[src/rtl/bulb_cmd_scheduler.sv]
// bulb_cmd_scheduler: round-robin command arbiter for one smart bulb link, with brightness fading.
//   clk, rst_n        clock; asynchronous active-low reset
//   req_valid[i]      requester i has a command pending
//   req_ready[i]      one-hot grant, only ever raised in IDLE
//   req_on/req_bright/req_color   per-requester payload, slices of width 1 / BR_W / 2
//   on_off, brightness, color     current bulb state driven to the link
//   busy              a command is being carried out (FADE)
//   grant_id          index of the last accepted requester
module bulb_cmd_scheduler #(
    parameter int NREQ        = 2,
    parameter int BR_W        = 4,
    parameter int STEP_CYCLES = 4
) (
    input  logic                      clk,
    input  logic                      rst_n,
    input  logic [NREQ-1:0]           req_valid,
    output logic [NREQ-1:0]           req_ready,
    input  logic [NREQ-1:0]           req_on,
    input  logic [NREQ*BR_W-1:0]      req_bright,
    input  logic [NREQ*2-1:0]         req_color,
    output logic                      on_off,
    output logic [BR_W-1:0]           brightness,
    output logic [1:0]                color,
    output logic                      busy,
    output logic [$clog2(NREQ)-1:0]   grant_id
);
    localparam int PW = $clog2(NREQ);
    localparam int CW = STEP_CYCLES > 1 ? $clog2(STEP_CYCLES) : 1;
    typedef enum logic {IDLE, FADE} state_t;
    state_t          state, state_n;
    logic [PW-1:0]   ptr, sel;
    logic [PW:0]     idx;
    logic            found, xfer, at_target, step, cmd_on;
    logic [CW-1:0]   cnt;
    logic [BR_W-1:0] target;
    always_comb begin
        req_ready = '0;
        sel       = '0;
        found     = 1'b0;
        idx       = '0;
        // idx is one bit wider than ptr so ptr+k cannot overflow before the mod-NREQ fold
        for (int k = 0; k < NREQ; k++) begin
            idx = {1'b0, ptr} + (PW+1)'(k);
            if (idx >= (PW+1)'(NREQ)) idx = idx - (PW+1)'(NREQ);
            if (!found && req_valid[idx[PW-1:0]]) begin
                found = 1'b1;
                sel   = idx[PW-1:0];
            end
        end
        // rst_n gating keeps ready low while reset is asserted, even though state already reads IDLE
        if (state == IDLE && rst_n && found) req_ready[sel] = 1'b1;
        xfer      = |req_ready;
        at_target = brightness == target;
        step      = cnt == CW'(STEP_CYCLES - 1);
        busy      = state == FADE;
        state_n   = (state == IDLE) ? (xfer ? FADE : IDLE) : (at_target ? IDLE : FADE);
    end
    always_ff @(posedge clk or negedge rst_n) begin
        if (!rst_n) begin
            state      <= IDLE;
            ptr        <= '0;
            cnt        <= '0;
            target     <= '0;
            cmd_on     <= 1'b0;
            on_off     <= 1'b0;
            brightness <= '0;
            color      <= '0;
            grant_id   <= '0;
        end else begin
            state <= state_n;
            if (xfer) begin
                cmd_on   <= req_on[sel];
                target   <= req_on[sel] ? req_bright[sel*BR_W +: BR_W] : '0;
                grant_id <= sel;
                ptr      <= (sel == PW'(NREQ - 1)) ? '0 : sel + 1'b1;
                cnt      <= '0;
                if (req_on[sel]) begin
                    on_off <= 1'b1;
                    color  <= req_color[sel*2 +: 2];
                end
            end else if (state == FADE) begin
                // an off command keeps the bulb powered through the ramp-down and drops it on exit
                if (at_target) begin
                    if (!cmd_on) on_off <= 1'b0;
                end else if (step) begin
                    cnt        <= '0;
                    brightness <= (brightness < target) ? brightness + 1'b1 : brightness - 1'b1;
                end else begin
                    cnt <= cnt + 1'b1;
                end
            end
        end
    end
endmodule
[config.mk]
export PLATFORM = sky130hd
export DESIGN_NAME = bulb_cmd_scheduler
export DESIGN_NICKNAME = d
export VERILOG_FILES = /design/src/rtl/bulb_cmd_scheduler.sv
export SDC_FILE = /design/constraint.sdc
export NUM_CORES = 1
export LEC_CHECK = 0
export CAP_MARGIN = 20
export CORE_ASPECT_RATIO = 1.4
export CORE_MARGIN = 1.5
export CORE_UTILIZATION = 45
export CTS_CLUSTER_DIAMETER = 150
export DETAILED_ROUTE_END_ITERATION = 7
export GPL_TIMING_DRIVEN = 0
export PLACE_DENSITY = 0.77
export SYNTH_ARGS = -nofsm -noshare
export SYNTH_HDL_FRONTEND = slang
export SYNTH_SLANG_ARGS = --single-unit
[constraint.sdc]
create_clock -name clk -period 2.7 [get_ports clk]
set_input_delay 0.81 -clock clk [delete_from_list [all_inputs] [get_ports clk]]
set_output_delay 0.81 -clock clk [all_outputs]
set_load 0.02 [all_outputs]
; ---- Word-level counts from Yosys, hierarchy flattened
; Index checks and enable logic that the tools add are counted.
[classes]
n_eq_ne = 5
bitwise = 3
order_cmp = 7
n_shift = 2
addsub = 7
n_reduce_logical = 12
muxes = 30
[op_table]
columns = operator, count
row1 = $mux 1, 22
row2 = $mux 2, 5
row3 = $mux 4, 2
row4 = $reduce_and 4->1, 2
row5 = $shiftx 8x4->4, 1
row6 = $lt 1x2->1 const B, 3
row7 = $add 4x1->4 const B, 1
row8 = $eq 4x4->1, 1
row9 = $logic_and 1x1->1, 4
row10 = $lt 4x4->1, 1
row11 = $ne 2x2->1 const B, 2
row12 = $reduce_and 2->1, 2
row13 = $reduce_bool 2->1, 2
row14 = $shiftx 4x3->2, 1
row15 = $sub 4x1->4 const B, 1
row16 = $not 1->1, 3
row17 = $add 1x1->2 const B, 1
row18 = $add 2x1->2 const B, 1
row19 = $eq 2x2->1 const B, 1
row20 = $ge 1x2->1 const B, 1
row21 = $ge 2x2->1 const B, 1
row22 = $ne 2x1->1 const B, 1
row23 = $reduce_or 2->1, 1
row24 = $sub 1x1->1 const B, 2
row25 = 4 further kinds, 4
[word_totals]
elab_cells = 75
output_inout_bits = 11
reg_bits = 17

; ---- Longest topological paths before layout
; Gate-level depths: netlist of run 1.
[depth]
depth_word = 16
ltp_mapped = 11
depth_no_buf = 11

; ---- Worst setup path before layout of run 1
; No wires, ideal clock.
[synth_path]
path_kind = input to output
startpoint = input port rst_n
endpoint = output port req_ready[0]
cell_stages = 3
path_buffers = 0
arrival_ps = 1571
t_required_ps = 1890
setup_slack_ps = 319
path_cell_list = nor2b_1 > o21ai_2 > nor2b_1
[synth_via]
elab_chain_len = 3
[synth_lines]
columns = item, line_no
row1 = start: declaration, 15  ; input logic rst_n,
row2 = $logic_and 1x1->1 (2 in a row), 51  ; if (state == IDLE && rst_n && found) req_ready[sel] = 1'b1;
row3 = $mux 2, 51
row4 = end: declaration, 17  ; output logic [NREQ-1:0] req_ready,
; No other way between the ends.

; ---- Final worst setup path of run 1
[layout_path]
startpoint = input port rst_n
endpoint = output port req_ready[1]
; Same word-level chain as after synthesis.

==> results.md, run 1 <==
* Status: complete, no violations
* Row count at 19
* Register area share after synthesis at 44.56%
* FF-to-FF Start: brightness[1]
* H-tree depth at 1
* Die area at 2411 um2
* TritonCTS clock tree: yes
* Cell leakage power at 0.0006508 uW
* Initial antenna violation count at 0
* Worst hold path type: input port to async pin
* Ys flop type: dfrtp_1
* Period utilization at between 90% and 100%
* Setup slack after layout at 160.5 ps
* PwrDens at 1135 nW/um2
* Number of CTS-inserted buffers at 3
* Via density per instance at roughly 5.4
* # diodes at 0
* Crit path from: rst_n
* CP Data Required Time at 1890 ps
* Area growth syn-to-layout at 38.14%
* Synth Cell Area at about 950 um2
* Residual DRC at 0
* Io pins at 29
* GR peak layer: met2
* Setup violators final at 0
* Slew headroom at 73.55%
* Detail Placement HPWL at ~1500 um
* Crit path kind: input port to output port
* Post-synthesis area per instance at 10.27 um2
* Yosys cell types at 24
* Max-cap viol count at 0
* Startpoint types: input port
* Most common cell in the netlist: dfrtp_1
* Worst skew pair latency at 290 ps
* Largest net degree at the start of global routing at 19
* Placed cells at 142
* Core box area at 1973 um2
* Worst Setup End Kind: output port
* Drt total wl at between 1500 and 2000 um
* Layout Skew at 8.024 ps
* Maximum VDD drop at 0.0005549 V
* Drt pass-1 iters at 4
* Worst-path maximum fanout at 18
* Met2 Use GR at 36.61%
* Final non-filler cell total at about 150
* Met3 Resource Use GR at 1.899%
* Port Buf Inserts at 28
* FF-to-FF path depth at 8
* Number of flops mapped to enable cells by yosys at 0
* Leading area contributor after synthesis: dfrtp_1
* Layout Nets at 154
* Vias at 795
* Async SR Flop Fraction at 100.0%
* Setup TNS at 0 ps
* Dpl ws at -1363 ps
* Max Fclk at 393.8 MHz
* RSZ-0062 raised after global routing: no
* Syn. warnings at 0
* CP Data Arrival Time at 1730 ps
* Layout cells sized above 1 at around 15%
* Hold Violations, Final at 0
* Top post-synthesis cells by area: dfrtp_1 (45%), ha_1 (9.2%), mux2i_1 (7.3%)
* Hold slack at ~370 ps
* Flops & latches, synth at 17
* Starting DRT DRC Count at 13
* Die span in x at 41.93 um
* Clock-pin slew on the worst setup and hold paths at 110 ps
* Chip height at 57.50 um
* Top cells by count, synth: dfrtp_1 (17), nand2_1 (15), ha_1 (7), inv_1 (7), mux2i_1 (7)
* First-pass GRT wire length at 3477 um
* Vias in the first global route at between 800 and 900
* Gate Count Post-Synth at just over 90
* Clock Path Buffers at 2
* Post-CTS Hold Buffers at 0
* CTS root buffer: clkbuf_4
* Final total power at 1497 uW
* ANT nets after route at 0
* CTS sink cnt at 17
* Reg2Reg Capture Point: brightness[3]
* Tot GR Track Use at 18.71%
* Grt ovf at 0
* Slew Viols, Final at 0
* Period minus WS final at 2539 ps
* Syn_nets at between 100 and 150
* GP Congestion at between 0.8 and 0.9
* Worst R2R Setup Slack at 410 ps
* Synth top area share at 44.56%
* Starting Density at 48.38%
* Met1 Track Usage GR at 20.33%
* Actual slew at the worst max-slew pin at 394.1 ps
* WL/cell at 13.23 um
==> where the power goes <==
part | switching (uW) | leakage [uW] | internal, uW
Combinational | 447 | 0.000428 | 429
Sequential | 106 | 0.000205 | 375
Clock | 84.6 | 0.0000177 | 55.0
Total | 638 | 0.000651 | 859
==> kinds of logic (layout without fill, tap and decap cells) <==
| logic type | count (synthesis) | in the layout | share of synthesized area [%] |
|---|---|---|---|
| buffers and inverters | 9 | 43 | 4.456 |
| DFF | 17 | 17 | 44.56 |
| and+or+nand+nor | 28 | 28 | 13.76 |
| adders and majority gates | 8 | 8 | 11.27 |
| AOI/OAI and AO/OA | 20 | 20 | 14.29 |
| xor gates and xnor gates | 3 | 3 | 2.753 |
| muxes | 8 | 8 | 8.912 |
==> layer usage <==
layer,share of wire (%),wire length [um],up-vias
met3,4.3,85,2
met4,0.66,13,0
met5,0,0,-
met2,57,1109,29
met1,38,749,376
li1,-,-,388
==> cell type report <==
| class | instances | area [um2] |
|---|---|---|
| Fill cell | 173 | 654.4 |
| Timing Repair Buffer | 30 | 292.8 |
| Clock inverter | 1 | 5.005 |
| Multi-Input combinational cell | 67 | 504.2 |
| Sequential cell | 17 | 425.4 |
| Buffer | 2 | 16.27 |
| Inverter | 7 | 26.28 |
| Tap cell | 21 | 26.28 |
| Clock buffer | 3 | 22.52 |
==> worst max-delay path, cell delays in order <==
cell	delay (ps)
buf_4	230
nor2b_4	260
o21ai_2	120
nor2_2	140
buf_4	160
==> cells in the final DEF (no fill, tap or decap), drive strengths merged <==
cell	synthesis	routed
xnor2	2	2
o31ai	1	1
and3	1	1
o21ai	9	9
nand3	6	6
inv	7	7
a21o	2	2
nand4	1	1
mux2	1	1
dlymetal6s2s	0	2
ha	7	7
xor2	1	1
nor2	2	2
buf	2	7
nand2	15	15
dfrtp	17	17
clkinv	0	1
fa	1	1
clkdlybuf4s50	0	23
nand2b	1	1
clkbuf	0	3
a21oi	6	6
nor2b	2	2
mux2i	7	7
a31oi	2	2
==> stage by stage <==
step	util (%)	area (um2)
after floorplan	-	954.7
after global placement	63.92	1261
after detailed placement	63.92	1261
after CTS	66.07	1304
after global routing	66.84	1319
final	66.84	1319
==> worst max-delay path by stage <==
| stage | cells past startpoint | endpoint | slack (ps) |
|---|---|---|---|
| floorplan | 3 | req_ready[0] | 320 |
| finish | 5 | req_ready[1] | 160 |
| global placement | 5 | req_ready[0] | -1350 |
| CTS | 5 | req_ready[0] | 5 |
| detailed placement | 5 | req_ready[0] | -1360 |
| global route | 5 | req_ready[1] | 80 |
==> flip-flops by register name, summed over array words and instances (netlist names) <==
register and flops:
cmd_on 1, on_off 1, color 2, ptr 1, busy 1, target 4
cnt 2, brightness 4, grant_id 1
==> timing repair <==
item                       4_1_cts  5_1_grt
setup endpoints to repair        2        3
cloned                           0        0
pin swaps                        1        0
gates resized for setup         19        5
setup buffers                    2        0
(Power assumes the default switching activity.)
==> inputs of run 2 (changes only) <==
CAP_MARGIN = default   (was 20)
==> results of run 2 <==
Final layout, timing and power as in run 1 (identical DEF).
==> inputs of run 3 (changes only) <==
CTS_CLUSTER_SIZE = 24   (was default)
REMOVE_ABC_BUFFERS = 1   (was default)
SKIP_LAST_GASP = 1   (was default)
==> results.md, run 3 (synthesis gave the netlist of run 1 again) <==
* Status: complete, no violations
* Most frequent cells in the layout: clkdlybuf4s50_1 (23), dfrtp_1 (17), nand2_1 (15)
* CTS root buffer: clkbuf_4
* First-pass GRT wire length at 3436 um (-1.2%)
* Layout cells sized above 1 at 12.70% (-2.3 points)
* Area growth syn-to-layout at 36.70%
* Detail Placement HPWL at 1425 um (-7.2%)
* Starting Density at 48.38% (unchanged)
* Clock-pin slew on the worst setup and hold paths at 100 ps (about the same)
* Vias at 774 (-2.6%)
* Layout Skew at 4.210 ps (-3.814 ps)
* Period minus WS final at 2634 ps (+94.73 ps)
* Maximum VDD drop at 0.0005365 V (-3.3%)
* Post-CTS Hold Buffers at 0 (unchanged)
* H-tree depth at 1 (unchanged)
* CP Data Required Time at 1890 ps (about the same)
* # diodes at 0 (unchanged)
* Layout Nets at 153 (-0.65%)
* Cell leakage power at 0.0006265 uW (-3.7%)
* Die area at 2411 um2 (unchanged)
* Core box area at 1973 um2 (unchanged)
* Io pins at 29 (unchanged)
* Initial antenna violation count at 0 (unchanged)
* Worst R2R Setup Slack at 260 ps (-150 ps)
* Max Fclk at 379.6 MHz (-3.6%)
* PwrDens at 1122 nW/um2 (-1.1%)
* Worst hold path type: input port to async pin
* Crit path kind: input port to output port
* WL/cell at 12.53 um (-5.3%)
* Setup violators final at 0 (unchanged)
* Chip height at 57.50 um (unchanged)
* TritonCTS clock tree: yes
* Actual slew at the worst max-slew pin at 594.4 ps (+200.3 ps)
* Hold Violations, Final at 0 (unchanged)
* Largest net degree at the start of global routing at 19 (unchanged)
* Largest regs: brightness: 4 flops, target: 4 flops
* GP Congestion at 0.8074 (-0.37%)
* Worst skew pair latency at 290 ps (about the same)
* Final non-filler cell total at 147 (-0.68%)
* Period utilization at 97.56% (+3.5 points)
* FF-to-FF Start: brightness[1]
* Tot GR Track Use at 18.59% (-0.12 points)
* Slew Viols, Final at 0 (unchanged)
* Number of CTS-inserted buffers at 3 (unchanged)
* Drt total wl at 1842 um (-5.9%)
* Clock Path Buffers at 2 (unchanged)
* Vias in the first global route at 843 (+2.1%)
* ANT nets after route at 0 (unchanged)
* Worst Setup End Kind: output port
* Starting DRT DRC Count at 14 (+1)
* Via density per instance at 5.265 (-2.0%)
* Placed cells at 140 (-1.4%)
* Startpoint types: input port
* Drt pass-1 iters at 4 (unchanged)
* Hold slack at 330.6 ps (-36.18 ps)
* Fill cell count at 184 (+6.4%)
* Grt ovf at 0 (unchanged)
* Row count at 19 (unchanged)
* Die span in x at 41.93 um (unchanged)
* Residual DRC at 0 (unchanged)
* Worst-path maximum fanout at 3 (-15)
* FF-to-FF path depth at 8 (unchanged)
* Reg2Reg Capture Point: brightness[3]
* CTS sink cnt at 17 (unchanged)
* RSZ-0062 raised after global routing: no
* CP Data Arrival Time at 1820 ps (+90 ps)
* Max-cap viol count at 0 (unchanged)
* Slew headroom at 59.96% (-14 points)
* Port Buf Inserts at 28 (unchanged)
* Most common cell after layout, fill and taps aside: clkdlybuf4s50_1
[run 3: worst max-delay path by stage]
stage                         endpoint    startpoint  slack (ps)
after floorplan           req_ready[0]         rst_n         210
after global placement    req_ready[0]         rst_n       -1500
after detailed placement  req_ready[0]         rst_n       -1530
after CTS                 req_ready[1]         rst_n          30
after global routing      req_ready[1]  req_valid[0]          30
final                     req_ready[1]  req_valid[0]          70
[run 3: final cells by class]
cell class              instances  area [um2]  share of cell area (%)
multi-input cells              67       501.7                   38.45
clock inverters                 1       5.005                  0.3835
clock buffers                   3       22.52                   1.726
inverters                       7       26.28                   2.013
well taps                      21       26.28                   2.013
repair buffers                 31       297.8                   22.82
flip-flops and latches         17       425.4                   32.60
[run 3: timing repair]
action,in CTS,in global routing
resized for setup,18,1
pin swaps,2,0
endpoints found under the setup margin,2,2
buffers inserted,3,0
[run 3: critical path: stages]
cell	delay [ps]
dlygate4sd2_1	280
inv_1	110
o21ai_4	70
buf_4	150
nor2_1	130
clkdlybuf4s15_2	280
[run 3: stage by stage]
stage / setup TNS, ps / cell area [um2] / power (uW) / util [%] / worst slack, ps
floorplan: 0 / 938.4 / 1045 / - / 207.0
global placement: -4672 / 1245 / 1295 / 63.09 / -1498
detailed placement: -5173 / 1245 / 1328 / 63.09 / -1530
CTS: 0 / 1301 / 1487 / 65.95 / 26.37
global route: 0 / 1305 / 1613 / 66.14 / 27.40
finish: 0 / 1305 / 1465 / 66.14 / 65.81
[run 3: report_power, final]
| part | switching [uW] | internal [uW] | total (uW) |
|---|---|---|---|
| clock network | 81.4 | 55.0 | 136 |
| logic | 434 | 417 | 851 |
| registers | 102 | 375 | 478 |
| total | 617 | 847 | 1460 |
[run 3: layer usage]
metal | GRT usage, % | vias to the layer above | wire, um
li1 | - | 385 | -
met1 | 18.13 | 358 | 666
met2 | 36.61 | 27 | 1047
met3 | 2.215 | 4 | 90
met4 | 10.14 | 0 | 38
met5 | 0 | - | 0
==> patch (config.mk and constraints of run 2) <==
`STEP_CYCLES`: 4 -> 8.
--- a/src/rtl/bulb_cmd_scheduler.sv
+++ b/src/rtl/bulb_cmd_scheduler.sv
@@ -11,3 +11,3 @@
     parameter int BR_W        = 4,
-    parameter int STEP_CYCLES = 4
+    parameter int STEP_CYCLES = 8
 ) (
Function: changed (Yosys sat finds a counterexample within 10 cycles, from zero or initial values and one cycle with rst_n low).
==> patch against run 2 <==
  * Die area up 5.3%
  * Total power rose by 9.0%
  * Clock power increased by 18%
  * Wire length is 0.46% higher
  * Utilization decreased by 2.2 points
  * Non-clock buffer count shrank 1
  * Largest power group unchanged
  * Clock skew is 0.0050 ns lower
  * Design area rose by 5.4%
  * Largest cell class unchanged
  * Register-to-register slack worse by 0.18 ns
  * Sequential cell count increased by 1
  * Area after synthesis up 5.6%
  * Highest routed layer unchanged
  * Cell count increased by 4.7%
  * Setup slack lost 0.0040 ns
==> patch: results (changes against run 2) <==
The share of final-layout standard cells stronger than drive strength 1 was 17.3% (+2.3 points); the longest individual stage delay on the worst path was 0.27 ns. By count the netlist is led by dfrtp_1, nand2_1, ha_1, inv_1. The tools report the synthesized netlist net count as 126 (+5.9%). The global-route track usage on met3 was 2.74% (+0.85 points).

The logs give 0.934 mW (+8.7%) for the internal power consumption and 32.9% (-3.7 points) for the global-route track usage on met2. For the initial DRC count, the log shows 19 (+6). The run gives 804 (-2.7%) as the number of global-route vias before repair.

For the number of setup buffers added after CTS, the log shows 2 (unchanged). The run gives 837 (+5.3%) as the number of vias after detailed routing. The run finished with clean final reports. Cell count of the worst reg-to-reg path: 9 (+1). The tools report the minimum setup slack after placement as -1.48 ns (-0.115 ns).

Critical-path maximum fanout: 19 (+1). For the register area share after synthesis, the log shows 44.7% (+0.10 points). The standard cell with the maximum stage delay on the critical path was nor2b_4.

For the post-route clock skew, the log shows 0.00298 ns (-0.00504 ns). The logs give 0.690 nW (+6.1%) for the leakage power summed over all cells and 27 (+13%) for the number of library cell types mapped by synthesis. The class of the worst hold path is in -> async.

After synthesis, the cell types taking the most area are dfrtp_1, ha_1, nand2_1. The tools report the routed length on met2 as 1.09 mm (-2.1%). For the detailed-routing iteration count for the pre-antenna-repair pass, the log shows 4 (unchanged). In the final layout, the registers with the most flip-flops are brightness: 4 flops, target: 4 flops, cnt: 3 flops. The detailed placement HPWL was 1.53 mm (-0.30%). Cell family contributing the most delay on the critical path: simple AND/OR/NAND/NOR gates. For the largest voltage drop on the vdd net, the log shows 0.626 mV (+13%).

The wire length of the first global-routing pass is 3.37 mm (-3.2%). The logs give 161 (+4.5%) for the final-stage net count and 0.792 (-2.3%) for the routability-driven placement congestion ratio. The logs give 1.73 ns (about the same) for the worst endpoint data arrival time and 17.8% (-0.91 points) for the global-route total usage across every layer. The run gives 20 (+1) as the maximum number of pins on one net before global-route repair.

The detail-routed net length per standard cell is 12.7 um (-4.1%), and the met1 global-route usage is 19.3% (-1.0 points). The logs give 750 um (+0.13%) for the detailed-route wire length on metal 1 and 0.370 ns (+0.00328 ns) for the worst hold margin. Remaining max-slew budget at the tightest pin: 81.6% (+8.0 points). The maximum buffer depth of the clock tree is 2 (unchanged), and the routed wire length on met3 is 113 um (+33%). The tools report the source of the worst register-to-register timing path as brightness[1].

In this run the top signal layer used is met4. The tools report the flop-to-flop setup slack as 0.23 ns (-0.18 ns).
-- patch: power by group through the flow --
stage | sequential (mW) | clock, mW | combinational [mW]
after global placement | 0.516 | 0 | 0.887
after CTS | 0.520 | 0.172 | 0.938
after floorplan | 0.582 | 0 | 0.560
after global routing | 0.535 | 0.181 | 1.07
after detailed placement | 0.521 | 0 | 0.925
final | 0.519 | 0.165 | 0.948
-- patch: cell type report --
type	instances	area [um^2]
fill	180	762
inverter	8	30.0
clock buffer	4	36.3
buffer	1	5.00
sequential	18	450
multi-input combinational	72	548
tap	22	27.5
timing repair buffer	30	293
-- patch: how the worst max path moves through the flow --
| stage | from | to | slack (ns) |
|---|---|---|---|
| global route | rst_n | req_ready[1] | 0.04 |
| CTS | req_valid[1] | req_ready[1] | 0.003 |
| finish | rst_n | req_ready[1] | 0.16 |
| floorplan | brightness[3] | brightness[3] | 0.20 |
| global placement | rst_n | req_ready[0] | -1.42 |
| detailed placement | rst_n | req_ready[0] | -1.48 |
-- patch: per-stage QoR --
| stage | utilization (%) | std cells | total power, mW | cell area [um^2] |
|---|---|---|---|---|
| 3_3_place_gp | 61.2 | 149 | 1.40 | 1320 |
| 5_1_grt | 64.6 | 155 | 1.78 | 1390 |
| 3_5_place_dp | 61.2 | 149 | 1.45 | 1320 |
| 2_1_floorplan | - | 99 | 1.14 | 1010 |
| 4_1_cts | 63.7 | 155 | 1.63 | 1370 |
| 6_report | 64.6 | 155 | 1.63 | 1390 |
-- patch: kinds of logic after synthesis --
family,after synthesis,synth area share (%)
AO/OA/AOI/OAI,20,12.4
XOR/XNOR,3,3.35
adder cells (fa/ha/maj),9,11.9
buffers and inverters,9,3.47
flip-flops,18,44.7
multiplexers,8,8.56
AND/OR/NAND/NOR,32,15.6
